### config.mk
export PLATFORM = sky130hd
export DESIGN_NAME = arb_fifo_flat
export DESIGN_NICKNAME = d
export VERILOG_FILES = /design/src/rtl/arb_fifo_if.sv /design/src/rtl/arb_fifo.sv /design/src/flat_wrapper.sv
export SDC_FILE = /design/constraint.sdc
export NUM_CORES = 1
export LEC_CHECK = 0
export CAP_MARGIN = 5
export CORE_MARGIN = 5
export CORE_UTILIZATION = 37
export DETAILED_ROUTE_END_ITERATION = 6
export GPL_TIMING_DRIVEN = 0
export PLACE_DENSITY = 0.58
export SETUP_SLACK_MARGIN = 0.5
export SLEW_MARGIN = 5
export SYNTH_ARGS = -nofsm -noshare
export SYNTH_HDL_FRONTEND = slang
export SYNTH_SLANG_ARGS = --single-unit
export TNS_END_PERCENT = 50
### constraint.sdc
create_clock -name i_clk -period 3.05 [get_ports i_clk]
set_input_delay 0.4575 -clock i_clk [delete_from_list [all_inputs] [get_ports i_clk]]
set_output_delay 0.4575 -clock i_clk [all_outputs]
set_load 0.02 [all_outputs]
### src/rtl/arb_fifo_if.sv
// Handshake bundle between the write arbiter / read consumer and arb_fifo.
// master: arbiter plus consumer side; slave: the FIFO itself.
interface arb_fifo_if #(
  parameter int unsigned DATA_WIDTH = 8,
  parameter int unsigned DEPTH      = 16
);
  localparam int unsigned CountW = $clog2(DEPTH) + 1;

  logic                  i_we;
  logic [DATA_WIDTH-1:0] i_data;
  logic                  o_full;
  logic                  o_almost_full;
  logic                  i_re;
  logic [DATA_WIDTH-1:0] o_data;
  logic                  o_rvalid;
  logic                  o_empty;
  logic [CountW-1:0]     o_count;
  logic                  o_overflow;
  logic                  o_underflow;

  modport master (
    output i_we, i_data, i_re,
    input  o_full, o_almost_full, o_data, o_rvalid, o_empty, o_count, o_overflow, o_underflow
  );

  modport slave (
    input  i_we, i_data, i_re,
    output o_full, o_almost_full, o_data, o_rvalid, o_empty, o_count, o_overflow, o_underflow
  );
endinterface

### src/rtl/arb_fifo.sv
// Synchronous FIFO behind the multi-writer arbiter, with registered read port and sticky
// overflow/underflow flags. Define ARB_FIFO_ALMOST_FULL_EN to drive o_almost_full.
module arb_fifo #(
  parameter int unsigned DATA_WIDTH        = 8,
  parameter int unsigned DEPTH             = 16,
  parameter int unsigned ALMOST_FULL_LEVEL = 12
) (
  input logic       i_clk,
  input logic       i_reset_n,
  arb_fifo_if.slave bus
);
  localparam int unsigned AW = $clog2(DEPTH);
  localparam int unsigned CW = AW + 1;

  if (DEPTH < 2 || (DEPTH & (DEPTH - 1)) != 0 ||
      ALMOST_FULL_LEVEL < 1 || ALMOST_FULL_LEVEL > DEPTH) begin : g_bad_param
    $error("arb_fifo: illegal DEPTH / ALMOST_FULL_LEVEL");
  end

  logic [DATA_WIDTH-1:0] mem_q [DEPTH];
  logic [AW-1:0]         wr_ptr_q, wr_ptr_d;
  logic [AW-1:0]         rd_ptr_q, rd_ptr_d;
  logic [CW-1:0]         count_q, count_d;
  logic [DATA_WIDTH-1:0] rdata_q, rdata_d;
  logic                  rvalid_q, rvalid_d;
  logic                  ovf_q, ovf_d;
  logic                  udf_q, udf_d;
  logic                  full, empty, rd_ok, wr_ok;

  assign empty = (count_q == '0);
  assign full  = (count_q == CW'(DEPTH));
  assign rd_ok = bus.i_re && !empty;
  // A read on the same edge frees the slot, so a full FIFO still takes the write.
  assign wr_ok = bus.i_we && (!full || rd_ok);

  always_comb begin
    wr_ptr_d = wr_ptr_q;
    rd_ptr_d = rd_ptr_q;
    count_d  = count_q;
    rdata_d  = rdata_q;
    rvalid_d = rd_ok;
    ovf_d    = ovf_q || (bus.i_we && !wr_ok);
    udf_d    = udf_q || (bus.i_re && !rd_ok);
    if (wr_ok) wr_ptr_d = wr_ptr_q + 1'b1;
    if (rd_ok) begin
      rd_ptr_d = rd_ptr_q + 1'b1;
      rdata_d  = mem_q[rd_ptr_q];
    end
    case ({wr_ok, rd_ok})
      2'b10:   count_d = count_q + 1'b1;
      2'b01:   count_d = count_q - 1'b1;
      default: count_d = count_q;
    endcase
  end

  always_ff @(posedge i_clk or negedge i_reset_n) begin
    if (!i_reset_n) begin
      wr_ptr_q <= '0;
      rd_ptr_q <= '0;
      count_q  <= '0;
      rdata_q  <= '0;
      rvalid_q <= 1'b0;
      ovf_q    <= 1'b0;
      udf_q    <= 1'b0;
    end else begin
      wr_ptr_q <= wr_ptr_d;
      rd_ptr_q <= rd_ptr_d;
      count_q  <= count_d;
      rdata_q  <= rdata_d;
      rvalid_q <= rvalid_d;
      ovf_q    <= ovf_d;
      udf_q    <= udf_d;
    end
  end

  // Storage is not reset; stale words are unreachable once the pointers clear.
  always_ff @(posedge i_clk) begin
    if (wr_ok) mem_q[wr_ptr_q] <= bus.i_data;
  end

  assign bus.o_full      = full;
  assign bus.o_empty     = empty;
  assign bus.o_count     = count_q;
  assign bus.o_data      = rdata_q;
  assign bus.o_rvalid    = rvalid_q;
  assign bus.o_overflow  = ovf_q;
  assign bus.o_underflow = udf_q;

`ifdef ARB_FIFO_ALMOST_FULL_EN
  assign bus.o_almost_full = (count_q >= CW'(ALMOST_FULL_LEVEL));
`else
  assign bus.o_almost_full = 1'b0;
`endif

endmodule

### src/flat_wrapper.sv
// flat-port wrapper written by rule: the top's interface ports become plain ports
module arb_fifo_flat 
#(
  parameter int unsigned DATA_WIDTH        = 8,
  parameter int unsigned DEPTH             = 16,
  parameter int unsigned ALMOST_FULL_LEVEL = 12
)
  (i_clk, i_reset_n, bus_i_we, bus_i_data, bus_i_re, bus_o_full, bus_o_almost_full, bus_o_data, bus_o_rvalid, bus_o_empty, bus_o_count, bus_o_overflow, bus_o_underflow);
  arb_fifo_if #(.DATA_WIDTH(DATA_WIDTH), .DEPTH(DEPTH)) bus_i ();
  input logic i_clk;
  input logic i_reset_n;
  input wire logic [$bits(bus_i.i_we)-1:0] bus_i_we;
  input wire logic [$bits(bus_i.i_data)-1:0] bus_i_data;
  input wire logic [$bits(bus_i.i_re)-1:0] bus_i_re;
  output wire logic [$bits(bus_i.o_full)-1:0] bus_o_full;
  output wire logic [$bits(bus_i.o_almost_full)-1:0] bus_o_almost_full;
  output wire logic [$bits(bus_i.o_data)-1:0] bus_o_data;
  output wire logic [$bits(bus_i.o_rvalid)-1:0] bus_o_rvalid;
  output wire logic [$bits(bus_i.o_empty)-1:0] bus_o_empty;
  output wire logic [$bits(bus_i.o_count)-1:0] bus_o_count;
  output wire logic [$bits(bus_i.o_overflow)-1:0] bus_o_overflow;
  output wire logic [$bits(bus_i.o_underflow)-1:0] bus_o_underflow;
  assign bus_i.i_we = bus_i_we;
  assign bus_i.i_data = bus_i_data;
  assign bus_i.i_re = bus_i_re;
  assign bus_o_full = bus_i.o_full;
  assign bus_o_almost_full = bus_i.o_almost_full;
  assign bus_o_data = bus_i.o_data;
  assign bus_o_rvalid = bus_i.o_rvalid;
  assign bus_o_empty = bus_i.o_empty;
  assign bus_o_count = bus_i.o_count;
  assign bus_o_overflow = bus_i.o_overflow;
  assign bus_o_underflow = bus_i.o_underflow;
  arb_fifo #(.DATA_WIDTH(DATA_WIDTH), .DEPTH(DEPTH), .ALMOST_FULL_LEVEL(ALMOST_FULL_LEVEL)) u_core (.i_clk(i_clk), .i_reset_n(i_reset_n), .bus(bus_i));
endmodule
==> out/results.txt, run 1 <==
status: finished clean
Cell Count, Final, Fillers Out: 603
Setup crit start kind: flop
Setup TNS: 0 ns
achievable frequency: 384 MHz
Via density: 4.91
first-pass GRT wire length: 18,500 um
Register Area: 4450 sq um
worst r2r src: u_core.bus.o_count[1]
Final Skew: 0.00788 ns
critical path class: flop to flop
Final Cycle Share: 85.4%
Cell Pwr Density: 960 nW/um^2
overall routing resource usage: 13.1%
Slew headroom: 34.2%
DP HPWL: 7810 um
num ports: 31
hold_ws: 0.0382 ns
Cell Rows: 47
worst setup slack after layout: 0.446 ns
via count: 2,960
RSZ-0062 raised after global routing: true
Post-CTS Hold Buffers: 0
crit path DAT: 2.93 ns
vias in the first global route: 3,152
layout cells sized above 1: 24.3%
multi-input logic area: 1600 sq um
post-synthesis cell type count: 39
core area: 16,400 sq um
Comb power frac: 31.2%
DR WL/cell: 19.5 um
Tmin final: 2.60 ns
Final Hold Fails: 0
Max VDD drop: 0.480 mV
CTS buffer count: 17
die area: 19,200 sq um
clk_lat worst skew: 0.42 ns
Worst Tran Pin Value: 0.983 ns
worst hold path type: input pin to async pin
setup violators final: 0
DP Worst Slack: -0.0908 ns
Layout area overhead: 20.1%
routability congestion estimate: 0.792
DRC: 0
Flop pwr share: 39.0%
switch share: 30.2%
Cells after DPL: 569
die height: 139 um
die width: 139 um
Netlist Area Pre-Place: 6110 sq um
# Max-Cap Violations: 0
Syn Nets: 341
internal power: 0.00492 W
CP Capture Type: flop
Worst-path clk slew: 0.06 ns
largest net degree at the start of global routing: 25
Leakage Power: 2.49 nW
filler instances: 1,400
sequential fraction of the synthesis area: 72.7%
ant diodes: 0
Initial Util: 37.2%
antenna viol nets, final: 0
clock group share of total power: 29.8%
initial antenna violation count: 0
Synth Warn #: 0
#FFs+latches synth: 152
First DRT Iteration DRCs: 164
worst reg-to-reg path cell count: 9
NumNets Final: 392
DRT Pass-1 Iters: 4
Remaining Overflow, GRT: 0
Slew Limit Fails: 0
I/O Buffers: 29
final WL: 11,800 um
Critical Path Start: u_core.bus.o_count[1]
switching power total: 0.00213 W
clock root cell: clkbuf_16
TritonCTS clock tree: yes
Max Buffers Root-to-Sink: 2
CP required: 3.38 ns
Syn Area/Cell: 19.1 sq um
Crit Path Max Fanout: 5
CTS sink cnt: 152
H-Tree Depth: 4
synthesized instance count: 320
## worst max-delay path, cell delays in order, from the launching register on
cell and delay (ns):
dfrtp_2 0.42, or4_4 0.58, o21ai_4 0.19, nor2_4 0.09, ha_4 0.26, nor2b_1 0.12
o21a_1 0.18, or2_4 0.24, o32a_1 0.28, o211ai_1 0.16
## cells in the final DEF (no fill, tap or decap), types with 2 or more instances in the layout
cell type / netlist / layout
clkinv_4: 0 / 3
edfxtp_1: 128 / 128
nor2_4: 1 / 2
clkinvlp_4: 0 / 3
nor2_1: 14 / 14
buf_1: 3 / 3
clkbuf_16: 0 / 17
dfrtp_1: 24 / 22
mux4_2: 32 / 32
inv_1: 7 / 7
xnor2_1: 9 / 9
mux2_4: 2 / 2
inv_6: 0 / 3
o21ai_0: 3 / 3
clkdlybuf4s50_1: 0 / 28
o221ai_1: 8 / 8
clkinv_1: 0 / 2
dfrtp_2: 0 / 2
a21o_1: 3 / 3
mux2i_1: 16 / 16
clkbuf_1: 4 / 4
nand2_1: 19 / 19
buf_4: 3 / 6
ha_1: 8 / 7
a21oi_1: 2 / 2
nor3_2: 0 / 4
nand4_1: 2 / 2
bufinv_16: 0 / 3
nand2b_1: 3 / 3
buf_2: 7 / 8
o21a_1: 2 / 2
## path summary, 6_finish.rpt
kind                                                to  slack [ns]
worst min register to register  u_core.bus.o_underflow        0.45
worst max-delay path             u_core.bus.o_count[4]        0.45
min in group i_clk              u_core.bus.o_underflow        0.45
worst min-delay path            u_core.bus.o_underflow        0.04
worst max register to register   u_core.bus.o_count[4]        0.45
max in group asynchronous        u_core.bus.o_count[1]        2.59
## metrics by stage
| stage | cell area [sq um] | util [%] | power (W) |
|---|---|---|---|
| 6_report | 7340 | 44.7 | 0.00705 |
| 5_1_grt | 7340 | 44.7 | 0.00742 |
| 4_1_cts | 7330 | 44.7 | 0.00714 |
| 3_5_place_dp | 6700 | 40.8 | 0.00500 |
| 3_3_place_gp | 6700 | 40.8 | 0.00497 |
| 2_1_floorplan | 6130 | - | 0.00427 |
## synth_stat cells, drive strengths merged
| cell | count | area share, % |
|---|---|---|
| o21ai | 4 | 0.51 |
| mux4 | 32 | 12 |
| mux2 | 3 | 0.68 |
| o211ai | 1 | 0.12 |
| or2 | 2 | 0.20 |
| o32a | 1 | 0.16 |
| a21o | 3 | 0.37 |
| clkbuf | 4 | 0.25 |
| o221ai | 8 | 1.1 |
| nand4 | 2 | 0.20 |
| mux2i | 16 | 2.6 |
| a21oi | 3 | 0.43 |
| nand2 | 20 | 1.3 |
| o21bai | 1 | 0.12 |
| ha | 8 | 1.6 |
| buf | 13 | 1.1 |
| fa | 1 | 0.33 |
| edfxtp | 128 | 63 |
| inv | 7 | 0.43 |
| or4 | 1 | 0.18 |
| nor2 | 16 | 1.1 |
| xnor2 | 9 | 1.3 |
| nor4 | 1 | 0.10 |
| nand3 | 1 | 0.082 |
| nor2b | 1 | 0.10 |
| nor3 | 4 | 0.33 |
| o21a | 2 | 0.25 |
| conb | 1 | 0.061 |
| nand2b | 3 | 0.31 |
| dfrtp | 24 | 9.8 |
## state kept, by name, summed over array words and instances (netlist names)
name and count:
u_core.bus.o_underflow 1, u_core.bus.o_data 8, u_core.bus.o_rvalid 1, u_core.wr_ptr_q 4
u_core.mem_q 128, u_core.bus.o_count 5, u_core.rd_ptr_q 4, u_core.bus.o_overflow 1
## cells by family after synthesis
| family | synth area share, % |
|---|---|
| xor gates and xnor gates | 1.29 |
| and+or+nand+nor | 3.93 |
| buffers and inverters | 1.80 |
| other | 0.0614 |
| AOI/OAI and AO/OA | 3.11 |
| adders and majority gates | 1.97 |
| DFF | 72.7 |
| muxes | 15.1 |
## metal layers
layer,routed length (um),vias up,global-route usage [%]
li1,-,1364,-
met1,4940,1516,16.1
met2,6120,62,21.9
met3,465,18,3.35
met4,262,0,5.62
met5,0,-,0
## power by group through the flow
stage / logic [W] / clock network (W) / registers (W)
2_1_floorplan: 0.00139 / 0 / 0.00288
3_3_place_gp: 0.00218 / 0 / 0.00279
3_5_place_dp: 0.00219 / 0 / 0.00280
4_1_cts: 0.00224 / 0.00214 / 0.00276
5_1_grt: 0.00239 / 0.00225 / 0.00278
6_report: 0.00220 / 0.00210 / 0.00275
## final cells by class
type                       count  area share (%)
clock buffer                  17            5.80
tap                          220            3.75
multi-input combinational    144            21.8
sequential                   152            60.6
timing repair buffer          32            4.19
buffer                        17            1.14
clock inverter                14            2.35
inverter                       7           0.358
## what timing repair did
| item | 4_1_cts | 5_1_grt |
|---|---|---|
| resized for setup | 3 | 1 |
| cloned | 0 | 0 |
| setup buffers | 3 | 0 |
| setup endpoints to repair | 35 | 11 |
| pin swaps | 2 | 0 |
Power figures use the tool's default switching activity.
==> run 2, diff against run 1 <==
--- a/config.mk
+++ b/config.mk
@@ -10,6 +10,7 @@
 export CORE_UTILIZATION = 37
 export DETAILED_ROUTE_END_ITERATION = 6
 export GPL_TIMING_DRIVEN = 0
+export MAX_ROUTING_LAYER = met4
 export PLACE_DENSITY = 0.58
 export SETUP_SLACK_MARGIN = 0.5
 export SLEW_MARGIN = 5
==> out/results.txt, run 2 (synthesized netlist as in run 1, its figures left out) <==
Max Buffers Root-to-Sink: 2 (unchanged)
Final Skew: 0.00712 ns (was 0.00788 ns)
DP HPWL: 7810 um (unchanged)
core area: 16,400 sq um (unchanged)
most frequent cells in the layout: edfxtp_1, mux4_2, clkdlybuf4s50_1 (unchanged)
# Max-Cap Violations: 0 (unchanged)
ant diodes: 0 (unchanged)
Max VDD drop: 0.482 mV (was 0.480 mV)
NumNets Final: 392 (unchanged)
status: finished clean (unchanged)
via count: 2,956 (was 2,960)
most common cell after layout, fill and taps aside: edfxtp_1 (unchanged)
die area: 19,200 sq um (unchanged)
Cell Count, Final, Fillers Out: 603 (unchanged)
Tmin final: 2.60 ns (about the same)
Final Hold Fails: 0 (unchanged)
TritonCTS clock tree: yes (unchanged)
CP Capture Type: flop (unchanged)
RSZ-0062 raised after global routing: true (unchanged)
Leakage Power: 2.49 nW (unchanged)
Setup TNS: 0 ns (unchanged)
Cell Pwr Density: 962 nW/um^2 (was 960 nW/um^2)
Remaining Overflow, GRT: 0 (unchanged)
final WL: 11,800 um (about the same)
Cells after DPL: 569 (unchanged)
Cell Rows: 47 (unchanged)
Slew headroom: 36.0% (was 34.2%)
CTS sink cnt: 152 (unchanged)
DP Worst Slack: -0.0908 ns (unchanged)
antenna viol nets, final: 0 (unchanged)
CP required: 3.38 ns (about the same)
routability congestion estimate: 0.804 (was 0.792)
largest net degree at the start of global routing: 25 (unchanged)
Final Cycle Share: 85.4% (about the same)
DRT Pass-1 Iters: 4 (unchanged)
DR WL/cell: 19.6 um (was 19.5 um)
Core Util, Final: 44.7% (unchanged)
Worst Tran Pin Value: 0.957 ns (was 0.983 ns)
achievable frequency: 384 MHz (about the same)
Slew Limit Fails: 0 (unchanged)
placed cell area: 6700 sq um (unchanged)
Worst-path clk slew: 0.06 ns (about the same)
clock root cell: clkbuf_16 (unchanged)
Via density: 4.90 (was 4.91)
vias in the first global route: 3,153 (was 3,152)
worst setup slack after layout: 0.446 ns (about the same)
crit path DAT: 2.93 ns (about the same)
I/O Buffers: 29 (unchanged)
First DRT Iteration DRCs: 183 (was 164)
die width: 139 um (unchanged)
Layout area overhead: 20.1% (unchanged)
H-Tree Depth: 4 (unchanged)
initial antenna violation count: 0 (unchanged)
CTS buffer count: 17 (unchanged)
worst hold path type: input pin to async pin (unchanged)
clk_lat worst skew: 0.42 ns (about the same)
DRC: 0 (unchanged)
die height: 139 um (unchanged)
Initial Util: 37.2% (unchanged)
crit path cell chain: or4_4 -> o21ai_4 -> nor2_4 -> ha_4 -> nor2b_1 -> o21a_1 -> or2_4 -> o32a_1 -> o211ai_1 (unchanged)
critical path class: flop to flop (unchanged)
layout cells sized above 1: 24.3% (unchanged)
Largest Register: u_core.mem_q (unchanged)
first-pass GRT wire length: 18,500 um (unchanged)
CP peak stage delay: 0.58 ns (about the same)
max reg flops: 128 (unchanged)
Crit Path Max Fanout: 5 (unchanged)
slowest library cell on the worst path: or4_4 (unchanged)
Setup crit start kind: flop (unchanged)
num ports: 31 (unchanged)
setup violators final: 0 (unchanged)
fin area: 7340 sq um (unchanged)
overall routing resource usage: 13.5% (was 13.1%)
filler instances: 1,400 (unchanged)
[run 2: worst paths after layout]
| path | slack [ns] | to | from | depth (start not counted) |
|---|---|---|---|---|
| max reg2reg | 0.45 | u_core.bus.o_count[4] | u_core.bus.o_count[1] | 9 |
| min in group i_clk | 0.45 | u_core.bus.o_underflow | u_core.bus.o_underflow | 1 |
| max in group asynchronous | 2.59 | u_core.bus.o_count[1] | i_reset_n | 1 |
| max | 0.45 | u_core.bus.o_count[4] | u_core.bus.o_count[1] | 9 |
| min reg2reg | 0.45 | u_core.bus.o_underflow | u_core.bus.o_underflow | 1 |
| min | 0.03 | u_core.bus.o_underflow | i_reset_n | 1 |
[run 2: power breakdown]
group          internal (W)  total (W)  leakage (nW)  switching, W
Sequential          0.00259    0.00275          1.44      0.000156
Combinational       0.00104    0.00220         0.770       0.00116
Clock               0.00129    0.00211         0.281      0.000822
Total               0.00492    0.00706          2.49       0.00214
[run 2: final cells by class]
cell class	count	area, sq um	share of cell area [%]
multi-input combinational	144	1600	21.8
clock inverter	14	173	2.35
timing repair buffer	32	308	4.19
sequential	152	4450	60.6
clock buffer	17	425	5.80
buffer	17	83.8	1.14
inverter	7	26.3	0.358
tap	220	275	3.75
[run 2: worst max-delay path: cells and delay by family, from the launching register on]
family                   cells  cell delay (ns)
AND/OR/NAND/NOR              4             1.03
flip-flops                   1             0.42
AO/OA/AOI/OAI                4             0.81
adder cells (fa/ha/maj)      1             0.26
[run 2: repair_timing]
item | 4_1_cts | 5_1_grt
hold buffers | 0 | 0
cloned | 0 | 0
pin swaps | 2 | 0
setup endpoints to repair | 35 | 11
setup buffers | 3 | 0
gates resized for setup | 3 | 1
[run 2: per-stage QoR]
stage | hold WS, ns | total power, W
final | 0.0340 | 0.00706
after global routing | 0.0810 | 0.00742
after global placement | 0.441 | 0.00497
after CTS | 0.457 | 0.00714
after floorplan | 0.162 | 0.00427
after detailed placement | 0.444 | 0.00500
[run 2: layer usage]
metal / part of all wire, % / vias to the layer above / routed length (um) / track usage (%)
li1: - / 1362 / - / -
met1: 43 / 1531 / 5140 / 16.1
met2: 52 / 43 / 6100 / 21.9
met3: 2.8 / 20 / 330 / 3.35
met4: 2.2 / 0 / 263 / 5.62
met5: 0 / - / 0 / -
==> run 3, diff against run 2 <==
--- a/config.mk
+++ b/config.mk
@@ -7,11 +7,11 @@
 export LEC_CHECK = 0
 export CAP_MARGIN = 5
 export CORE_MARGIN = 5
-export CORE_UTILIZATION = 37
+export CORE_UTILIZATION = 32
 export DETAILED_ROUTE_END_ITERATION = 6
 export GPL_TIMING_DRIVEN = 0
 export MAX_ROUTING_LAYER = met4
-export PLACE_DENSITY = 0.58
+export PLACE_DENSITY = 0.52
 export SETUP_SLACK_MARGIN = 0.5
 export SLEW_MARGIN = 5
 export SYNTH_ARGS = -nofsm -noshare
==> out/results.txt, run 3 (synthesized netlist as in run 1, its figures left out) <==
status: finished clean (unchanged)
Cell Pwr Density: 958 nW/um^2 (was 962 nW/um^2)
multi-input logic area: 1620 sq um (was 1600 sq um)
RSZ-0062 raised after global routing: true (unchanged)
Comb power frac: 31.8% (was 31.2%)
Flop pwr share: 39.2% (was 39.0%)
setup violators final: 0 (unchanged)
core area: 18,800 sq um (was 16,400 sq um)
Final Skew: 0.00957 ns (was 0.00712 ns)
Slew Limit Fails: 0 (unchanged)
NumNets Final: 395 (was 392)
CP bufs+invs: 0 (unchanged)
Max VDD drop: 0.504 mV (was 0.482 mV)
Largest Register: u_core.mem_q (unchanged)
CP peak stage delay: 0.57 ns (was 0.58 ns)
Initial Util: 32.6% (was 37.2%)
critical path class: flop to flop (unchanged)
clk_lat worst skew: 0.42 ns (about the same)
crit path DAT: 2.88 ns (was 2.93 ns)
routing usage on met3: 3.26% (was 3.35%)
placed cell area: 6730 sq um (was 6700 sq um)
vias in the first global route: 3,126 (was 3,153)
DRC: 0 (unchanged)
DP Worst Slack: -0.189 ns (was -0.0908 ns)
CP required: 3.38 ns (about the same)
final WL: 12,600 um (was 11,800 um)
achievable frequency: 392 MHz (was 384 MHz)
TritonCTS clock tree: yes (unchanged)
max reg flops: 128 (unchanged)
critical path depth: 9 (unchanged)
Tmin final: 2.55 ns (was 2.60 ns)
worst setup slack after layout: 0.496 ns (was 0.446 ns)
first-pass GRT wire length: 19,300 um (was 18,500 um)
Leakage Power: 2.54 nW (was 2.49 nW)
ant diodes: 0 (unchanged)
First DRT Iteration DRCs: 166 (was 183)
switching power total: 0.00220 W (was 0.00214 W)
crit path cell chain: or4_4 -> o21ai_4 -> nor2_4 -> ha_4 -> nor2b_1 -> o21a_1 -> or2_4 -> o32a_1 -> o211ai_1 (unchanged)
slowest library cell on the worst path: or4_4 (unchanged)
die area: 22,000 sq um (was 19,200 sq um)
switch share: 31.2% (was 30.3%)
most frequent cells in the layout: edfxtp_1, mux4_2, clkdlybuf4s50_1 (unchanged)
Via density: 4.89 (was 4.90)
Cell Rows: 50 (was 47)
Remaining Overflow, GRT: 0 (unchanged)
met1 usage: 16.0% (was 16.1%)
filler instances: 1,718 (was 1,400)
delay-heaviest family, CP: simple AND/OR/NAND/NOR gates (unchanged)
fin area: 7380 sq um (was 7340 sq um)
Final Cycle Share: 83.7% (was 85.4%)
CP Capture Type: flop (unchanged)
I/O Buffers: 29 (unchanged)
CTS sink cnt: 152 (unchanged)
Setup TNS: 0 ns (unchanged)
# Max-Cap Violations: 0 (unchanged)
die height: 148 um (was 139 um)
most common cell after layout, fill and taps aside: edfxtp_1 (unchanged)
Final Total Pwr: 0.00706 W (about the same)
die width: 148 um (was 139 um)
Cells after DPL: 583 (was 569)
Register Area: 4450 sq um (unchanged)
num ports: 31 (unchanged)
DRT Pass-1 Iters: 7 (was 4)
clock group share of total power: 29.0% (was 29.9%)
H-Tree Depth: 4 (unchanged)
met2 Usage GRT: 19.3% (was 21.9%)
Crit Path Max Fanout: 5 (unchanged)
Cell Count, Final, Fillers Out: 621 (was 603)
clock root cell: clkbuf_16 (unchanged)
via count: 3,037 (was 2,956)
initial antenna violation count: 0 (unchanged)
Final Hold Fails: 0 (unchanged)
DR WL/cell: 20.3 um (was 19.6 um)
Max Buffers Root-to-Sink: 2 (unchanged)
Slew headroom: 32.3% (was 36.0%)
Layout area overhead: 20.7% (was 20.1%)
worst hold path type: input pin to async pin (unchanged)
layout cells sized above 1: 24.8% (was 24.3%)
global route hottest layer: met2 (unchanged)
worst reg-to-reg path cell count: 9 (unchanged)
DP HPWL: 8160 um (was 7810 um)
Worst-path clk slew: 0.06 ns (about the same)
antenna viol nets, final: 0 (unchanged)
Post-CTS Hold Buffers: 0 (unchanged)
Worst Tran Pin Value: 1.01 ns (was 0.957 ns)
internal power: 0.00486 W (was 0.00492 W)
Setup crit start kind: flop (unchanged)
routability congestion estimate: 0.746 (was 0.804)
largest net degree at the start of global routing: 25 (unchanged)
overall routing resource usage: 12.5% (was 13.5%)
CTS buffer count: 17 (unchanged)
==> run 3: per-layer routing <==
metal	vias to the layer above	share of wire [%]
li1	1377	-
met1	1592	46
met2	61	50
met3	7	3.6
met4	0	1.1
met5	-	0
==> run 3: timing repair <==
action / 4_1_cts / 5_1_grt
setup buffers: 0 / 6
pin swaps: 0 / 4
endpoints found under the hold margin: 0 / 0
endpoints found under the setup margin: 19 / 12
gates resized for setup: 2 / 5
==> run 3: path summary, 6_finish.rpt <==
check	start	to	slack, ns
worst max register to register	u_core.bus.o_count[1]	u_core.bus.o_count[4]	0.50
worst min-delay path	i_reset_n	u_core.bus.o_overflow	0.06
min in group i_clk	u_core.bus.o_underflow	u_core.bus.o_underflow	0.47
worst max-delay path	u_core.bus.o_count[1]	u_core.bus.o_count[4]	0.50
max in group asynchronous	i_reset_n	u_core.bus.o_count[0]	2.56
worst min register to register	u_core.bus.o_underflow	u_core.bus.o_underflow	0.47
==> run 3: final cells by class <==
| class | instances | area share, % |
|---|---|---|
| Buffer | 17 | 1.14 |
| Clock buffer | 18 | 5.82 |
| Clock inverter | 14 | 1.98 |
| Inverter | 7 | 0.356 |
| Multi-Input combinational cell | 144 | 21.9 |
| Sequential cell | 152 | 60.3 |
| Tap cell | 234 | 3.97 |
| Timing Repair Buffer | 35 | 4.55 |
==> run 3: stage by stage <==
| step | utilization [%] | hold WS (ns) |
|---|---|---|
| 6_report | 39.3 | 0.0565 |
| 4_1_cts | 39.0 | 0.468 |
| 2_1_floorplan | - | 0.162 |
| 5_1_grt | 39.3 | 0.0924 |
| 3_5_place_dp | 35.8 | 0.455 |
| 3_3_place_gp | 35.8 | 0.441 |
==> run 3: worst reg2reg max path, delay by kind of cell, from the launching register on <==
family          cells  cell delay (ns)
compound gates      4             0.78
flops               1             0.43
simple gates        4             1.02
fa+ha+maj           1             0.24
==> run 3: power by group through the flow <==
stage                     sequential [W]  clock, W  combinational [W]
after global placement           0.00279         0            0.00221
after CTS                        0.00277   0.00209            0.00224
after detailed placement         0.00280         0            0.00223
final                            0.00277   0.00205            0.00225
after floorplan                  0.00288         0            0.00139
after global routing             0.00280   0.00218            0.00245
